`src/rtl/hex_display_pkg.sv`:
```
// Purpose : shared constants, types and helpers for the 4-digit hex display scanner.
// Latency : n/a (package only).
// Backpressure: n/a (package only).
package hex_display_pkg;

    localparam int NUM_DIGITS          = 4;
    localparam int DIGIT_W             = 4;
    localparam int IDX_W               = 2;
    localparam int DEFAULT_REFRESH_DIV = 100000;

    typedef logic [IDX_W-1:0]              digit_idx_t;
    typedef logic [NUM_DIGITS*DIGIT_W-1:0] disp_word_t;
    typedef logic [NUM_DIGITS-1:0]         dot_word_t;

    // One state per digit being driven; the encoding equals the digit index.
    typedef enum logic [IDX_W-1:0] {
        SCAN_D0 = 2'd0,
        SCAN_D1 = 2'd1,
        SCAN_D2 = 2'd2,
        SCAN_D3 = 2'd3
    } scan_state_e;

    // True when digit idx and every higher digit of w are zero. Digit 0 is
    // never a leading zero so a value of 0 still shows a single "0".
    function automatic logic is_leading_zero(input disp_word_t w, input digit_idx_t idx);
        logic lz;
        unique case (idx)
            2'd1:    lz = (w[15:4]  == 12'h000);
            2'd2:    lz = (w[15:8]  == 8'h00);
            2'd3:    lz = (w[15:12] == 4'h0);
            default: lz = 1'b0;
        endcase
        return lz;
    endfunction

endpackage

```
`src/rtl/refresh_tick_gen.sv`:
```
// Purpose : prescaler producing one TICK every REFRESH_DIV enabled CLK cycles.
// Latency : TICK is combinational from the counter; it is high during the cycle the counter sits at REFRESH_DIV-1.
// Backpressure: ENABLE low holds the counter and forces TICK low.
// Ports: CLK, RESET (sync, active-high), ENABLE (count enable), TICK (one-cycle pulse).
module refresh_tick_gen
    import hex_display_pkg::*;
#(
    parameter int REFRESH_DIV = DEFAULT_REFRESH_DIV,
    localparam int CNT_W      = (REFRESH_DIV > 1) ? $clog2(REFRESH_DIV) : 1
) (
    input  logic CLK,
    input  logic RESET,
    input  logic ENABLE,
    output logic TICK
);

    localparam logic [CNT_W-1:0] LAST = CNT_W'(REFRESH_DIV - 1);

    logic [CNT_W-1:0] cnt;
    logic             wrap;

    // With REFRESH_DIV = 1 the counter is stuck at 0 and wrap is always true,
    // so every enabled cycle ticks.
    assign wrap = (cnt == LAST);

    always_ff @(posedge CLK) begin
        if (RESET) begin
            cnt <= '0;
        end else if (ENABLE) begin
            cnt <= wrap ? '0 : cnt + CNT_W'(1);
        end
    end

    assign TICK = ENABLE && !RESET && wrap;

endmodule

```
`src/rtl/hex_display_scanner.sv`:
```
// Purpose : time-multiplexed scanner feeding BINARY/SEGMENT/DOT to the seven-segment decoder, with a frame-aligned load handshake.
// Latency : outputs update on the tick edge; a LOAD is committed on the next frame wrap (<= 4*REFRESH_DIV cycles), acknowledged by LOAD_ACK.
// Backpressure: ENABLE low freezes scan and outputs; LOAD is always accepted, a later LOAD before commit overwrites the earlier one.
// Ports: CLK, RESET (sync, active-high), VALUE_IN[15:0], DOTS_IN[3:0], LOAD, LOAD_ACK, ENABLE,
//        BINARY[3:0], SEGMENT[1:0], DOT, FRAME_DONE, and BLANK when HEX_SCAN_BLANK_EN is defined.
// Optional feature macro: HEX_SCAN_BLANK_EN (leading-zero blanking output).
module hex_display_scanner
    import hex_display_pkg::*;
#(
    parameter int REFRESH_DIV = DEFAULT_REFRESH_DIV
) (
    input  logic                   CLK,
    input  logic                   RESET,
    input  logic [15:0]            VALUE_IN,
    input  logic [NUM_DIGITS-1:0]  DOTS_IN,
    input  logic                   LOAD,
    output logic                   LOAD_ACK,
    input  logic                   ENABLE,
    output logic [DIGIT_W-1:0]     BINARY,
    output logic [IDX_W-1:0]       SEGMENT,
    output logic                   DOT,
`ifdef HEX_SCAN_BLANK_EN
    output logic                   BLANK,
`endif
    output logic                   FRAME_DONE
);

    logic        tick;
    scan_state_e state_q, state_d;
    digit_idx_t  next_idx;
    logic        at_last;
    logic        commit;
    logic        frame_done;

    disp_word_t  shadow_val, active_val, active_next_val;
    dot_word_t   shadow_dots, active_dots, active_next_dots;
    logic        pending;

    refresh_tick_gen #(
        .REFRESH_DIV (REFRESH_DIV)
    ) u_tick (
        .CLK    (CLK),
        .RESET  (RESET),
        .ENABLE (ENABLE),
        .TICK   (tick)
    );

    always_ff @(posedge CLK) begin
        if (RESET) begin
            state_q <= SCAN_D0;
        end else begin
            state_q <= state_d;
        end
    end

    always_comb begin
        state_d    = state_q;
        at_last    = (state_q == SCAN_D3);
        frame_done = tick && at_last;
        commit     = tick && at_last && pending;
        if (tick) begin
            unique case (state_q)
                SCAN_D0: state_d = SCAN_D1;
                SCAN_D1: state_d = SCAN_D2;
                SCAN_D2: state_d = SCAN_D3;
                SCAN_D3: state_d = SCAN_D0;
                default: state_d = SCAN_D0;
            endcase
        end
    end

    assign next_idx = digit_idx_t'(state_d);

    // Bypass: on the commit edge digit 0 is fetched from the shadow copy so
    // the new value starts cleanly at the frame boundary.
    assign active_next_val  = commit ? shadow_val  : active_val;
    assign active_next_dots = commit ? shadow_dots : active_dots;

    always_ff @(posedge CLK) begin
        if (RESET) begin
            shadow_val  <= '0;
            shadow_dots <= '0;
            active_val  <= '0;
            active_dots <= '0;
            pending     <= 1'b0;
            BINARY      <= '0;
            SEGMENT     <= '0;
            DOT         <= 1'b0;
`ifdef HEX_SCAN_BLANK_EN
            BLANK       <= 1'b0;
`endif
        end else begin
            // A LOAD on the commit cycle wins over the clear: the fresh data
            // stays pending and commits one frame later.
            if (LOAD) begin
                shadow_val  <= VALUE_IN;
                shadow_dots <= DOTS_IN;
                pending     <= 1'b1;
            end else if (commit) begin
                pending     <= 1'b0;
            end

            if (commit) begin
                active_val  <= shadow_val;
                active_dots <= shadow_dots;
            end

            if (tick) begin
                SEGMENT <= next_idx;
                BINARY  <= active_next_val[next_idx*DIGIT_W +: DIGIT_W];
                DOT     <= active_next_dots[next_idx];
`ifdef HEX_SCAN_BLANK_EN
                BLANK   <= is_leading_zero(active_next_val, next_idx);
`endif
            end
        end
    end

    assign LOAD_ACK   = commit;
    assign FRAME_DONE = frame_done;

endmodule

```
`config.mk`:
```
export PLATFORM = sky130hd
export DESIGN_NAME = hex_display_scanner
export DESIGN_NICKNAME = d
export VERILOG_FILES = /design/src/rtl/hex_display_pkg.sv /design/src/rtl/refresh_tick_gen.sv /design/src/rtl/hex_display_scanner.sv
export SDC_FILE = /design/constraint.sdc
export NUM_CORES = 1
export LEC_CHECK = 0
export BUFFER_PORTS_ARGS = -buffer_cell sky130_fd_sc_hd__buf_2
export CAP_MARGIN = 25
export CORE_MARGIN = 2
export CORE_UTILIZATION = 45
export CTS_BUF_LIST = sky130_fd_sc_hd__clkbuf_2 sky130_fd_sc_hd__clkbuf_4 sky130_fd_sc_hd__clkbuf_8
export CTS_CLUSTER_SIZE = 12
export DETAILED_ROUTE_END_ITERATION = 6
export RECOVER_POWER = 50
export REMOVE_ABC_BUFFERS = 1
export SETUP_SLACK_MARGIN = 0.5
export SKIP_LAST_GASP = 1
export SLEW_MARGIN = 10
export SYNTH_ARGS = -nofsm -noshare
export SYNTH_HDL_FRONTEND = slang
export SYNTH_HIERARCHICAL = 1
export SYNTH_SLANG_ARGS = --single-unit
```
`constraint.sdc`:
```
create_clock -name CLK -period 5 [get_ports CLK]
set_clock_uncertainty 0.05 [all_clocks]
set_input_delay 0.5 -clock CLK [delete_from_list [all_inputs] [get_ports CLK]]
set_output_delay 0.5 -clock CLK [all_outputs]
set_load 0.01 [all_outputs]
```
==> reports/metrics.csv <==
stage,metric,value,unit
routing,drtIter0Drc,85,
critical_path,r2r_start,u_tick/cnt[4]$_SDFFE_PP0P_,
routing,ant_nets,0,
finish,n_antenna_cell,0,
clocking,cts_setup_buffers,0,
grt,grt_overflow_total,0,
sta,worstMarginPinSlew,1560,ps
yosys,synth_cell_type_count,37,
hold_path,hold_path_class,input port to flop,
clocking,cts_root_buf,clkbuf_8,
critical_path,crit_path_end_kind,primary output,
status,violations,"design-rule violations, max-capacitance violations, max-slew violations",
power_and_ir_drop,power_density,292,nW/um^2
status,status,"finished, violations left",
sta,fin_tns_setup,0,ps
place,dp_hpwl,4030,um
finish,syn2layout_area_growth,9.43,%
critical_path,critPathSlowestCell,inv_1,
clocking,h-tree-depth,3,
sta,rsz0062_at_grt,no,
clocking,cts_made_buffers,9,
job,max_cap_viol_count,1,
sta,slew_headroom,-4.11,%
floorplan,die_h,85.8,um
finish,drive_gt1_share,17.9,%
sta,finalCritPeriodShare,75.8,%
routing,wl,6070,um
sta,slew_viol_final,22,
yosys,synth.yosys.seq_area_share,44.5,%
critical_path,timing.rr.end,active_val[13]$_SDFF_PP0_,
routing,vias_per_cell,5.30,
floorplan,io_pins,33,
power_and_ir_drop,leakage,1.25,nW
critical_path,path_buf_inv,4,
finish,multi_input_area,1530,um^2
clocking,cts.sinks,67,
yosys,yosysWarnings,6,
clocking,cts_resized,0,
clocking,cts.clk_slew.worst_paths,70,ps
critical_path,path_class,flop to primary output,
grt,track_usage,17.5,%
yosys,synth.avg_cell_area,8.81,um^2
critical_path,path_cells,nor4b_1 > nand4b_2 > nor3_1 > buf_4 > nand2_1 > inv_1 > nand2_1 > inv_1 > buf_2,
grt,antenna_found_initial,0,
floorplan,start_util,46.9,%
clocking,clock_path_buffers,2,
critical_path,critPathTopFamily,buffers and inverters,
power_and_ir_drop,total_power,0.961,mW
finish,fin_nets,394,
clocking,cts_hold_buffers,0,
critical_path,crit_arrival,3240,ps
floorplan,chipWidth,85.8,um
routing,detail_route.wl_per_cell,13.6,um
hold_path,hold_path_startpoint,VALUE_IN[5],
sta,setup_viol,0,
finish,regArea,1340,um^2
yosys,ys_ff_latch,67,
routing,met1_length,2940,um
hold_path,holdPathStages,3,
place,place_congestion,0.781,
critical_path,rrSetupSlack,1950,ps
critical_path,required,4450,ps
yosys,syn_area,3010,um^2
routing,top_layer,met4,
yosys,netlist_instances,342,
clocking,cts_tree,done,
sta,fmax,264,MHz
clocking,clk-insertion-delay-late,330,ps
hold_path,min_to,shadow_val[5]$_SDFFE_PP0P_,
routing,wl_met2,2740,um
critical_path,r2r_cells,10,
grt,grt_pass1_wl,10200,um
routing,post-route-drc-count,2,
sta,period_needed,3790,ps
place,numPortBuffers,32,
floorplan,rows,29,
routing,route.vias.total,2358,
routing,route.met3.wl,296,um
finish,fillers,603,
power_and_ir_drop,vdd_drop_max,166,uV
critical_path,startpoint_type,flop,
critical_path,slowest_delay,720,ps
grt,grt_pass1_vias,2140,
critical_path,crit_fanout,21,
floorplan,coreArea,6420,um^2
sta,finalHoldViolations,0,
grt,grt_max_degree,54,
floorplan,die_area,7370,um^2
routing,drtPass1Iterations,7,
==> power by group <==
part           internal (mW)  leakage [nW]  switching (mW)  total (mW)
combinational         0.0196         0.629          0.0241      0.0437
sequential             0.545         0.544          0.0118       0.557
clock                  0.179        0.0758           0.182       0.361
total                  0.744          1.25           0.218       0.961
==> logic make-up after synthesis <==
kind of cell	after synthesis	share of synthesized area, %
multiplexers	30	10.4
AO/OA/AOI/OAI	44	9.63
XOR/XNOR	15	4.36
AND/OR/NAND/NOR	160	26.2
flip-flops	67	44.5
adder cells (fa/ha/maj)	2	0.830
buffers and inverters	24	4.03
==> how the worst max path moves through the flow <==
stage	from	end	slack [ps]	cells after the start
global route	u_tick/cnt[4]$_SDFFE_PP0P_	LOAD_ACK	840	9
floorplan	u_tick/cnt[0]$_SDFFE_PP0P_	LOAD_ACK	1940	7
finish	u_tick/cnt[4]$_SDFFE_PP0P_	LOAD_ACK	1210	9
global placement	ENABLE	LOAD_ACK	1600	9
CTS	u_tick/cnt[0]$_SDFFE_PP0P_	LOAD_ACK	1150	9
detailed placement	ENABLE	LOAD_ACK	1520	9
==> Yosys cell counts <==
master    count  area, um^2
o21ai_1       1        5.00
nor2_2       10        62.6
nor4b_2       1        15.0
nand4b_2      1        15.0
and3_1        5        31.3
clkbuf_1      4        15.0
mux2i_1      20         200
nor2_1       38         143
buf_6         1        11.3
mux2_2        5        56.3
nand2b_1      2        12.5
buf_1         3        11.3
mux2_1        5        56.3
ha_1          2        25.0
nand2_1      71         267
o221ai_1      5        43.8
nand4_1       3        18.8
nor2b_1       1        6.26
o21bai_4      1        18.8
nand3_1      14        70.1
nand4_2       1        12.5
xnor2_1      12         105
o31ai_1       1        7.51
o211ai_1      5        37.5
nor3_1        5        25.0
a21oi_1      24         120
xor2_1        3        26.3
a31o_2        6        52.6
inv_1         5        18.8
nor3b_1       1        7.51
buf_2        10        50.1
o21ai_0       1        5.00
and4bb_1      1        12.5
nor4_2        4        50.1
nand4_4       2        42.5
dfxtp_1      67        1340
buf_8         1        15.0
==> cell usage in the layout, fill, tap and decap left out, types with 2 or more instances in the layout <==
cell type	count
nor3_1	5
nand3_1	14
a31o_2	6
buf_4	2
nor4_2	4
o211ai_1	5
xnor2_1	12
o221ai_1	5
nand2b_1	2
and3_1	5
clkbuf_1	8
clkbuf_8	10
nand2_1	71
mux2_2	5
xor2_1	3
nor2_1	38
nor2_2	10
buf_2	24
a21oi_1	24
mux2_1	5
mux2i_1	20
nand4_4	2
dfxtp_1	67
inv_1	5
ha_1	2
nand4_1	3
==> registers in the layout, summed over array words and instances (netlist names) <==
signal,flops
active_val,16
u_tick/cnt,17
SEGMENT,2
active_dots,4
shadow_val,16
pending,1
BINARY,4
shadow_dots,4
state_q,2
DOT,1
==> cell type report <==
cell class                 instances  share of cell area, %
multi-input combinational        251                   46.5
clock inverter                     1                  0.152
clock buffer                      10                   4.17
sequential                        67                   40.7
timing repair buffer              34                   5.01
tap                               77                   2.92
inverter                           5                  0.569
==> worst reg2reg max path, cell delays in order (launching register included) <==
cell and delay [ps]:
dfxtp_1 440, nor4b_1 330, nand4b_2 200, nor3_1 170
buf_4 190, nand2_1 70, inv_1 90, nand2_1 440
inv_1 720, nand2_1 110, a21oi_1 170
==> per-layer routing <==
metal	track usage [%]	vias to the layer above
li1	-	1213
met1	22.8	1087
met2	27.3	49
met3	5.77	9
met4	6.49	0
met5	0	-
==> metrics by stage <==
| step | worst slack, ps | hold slack, ps | area (um^2) | utilization (%) | instances |
|---|---|---|---|---|---|
| floorplan | 1940 | 377 | 2910 | - | 323 |
| global placement | 1600 | 389 | 3180 | 49.5 | 434 |
| detailed placement | 1520 | 396 | 3180 | 49.5 | 434 |
| CTS | 1150 | 334 | 3320 | 51.8 | 445 |
| global route | 837 | 340 | 3300 | 51.3 | 445 |
| finish | 1210 | 351 | 3300 | 51.3 | 445 |
Power figures use the tool's default switching activity.
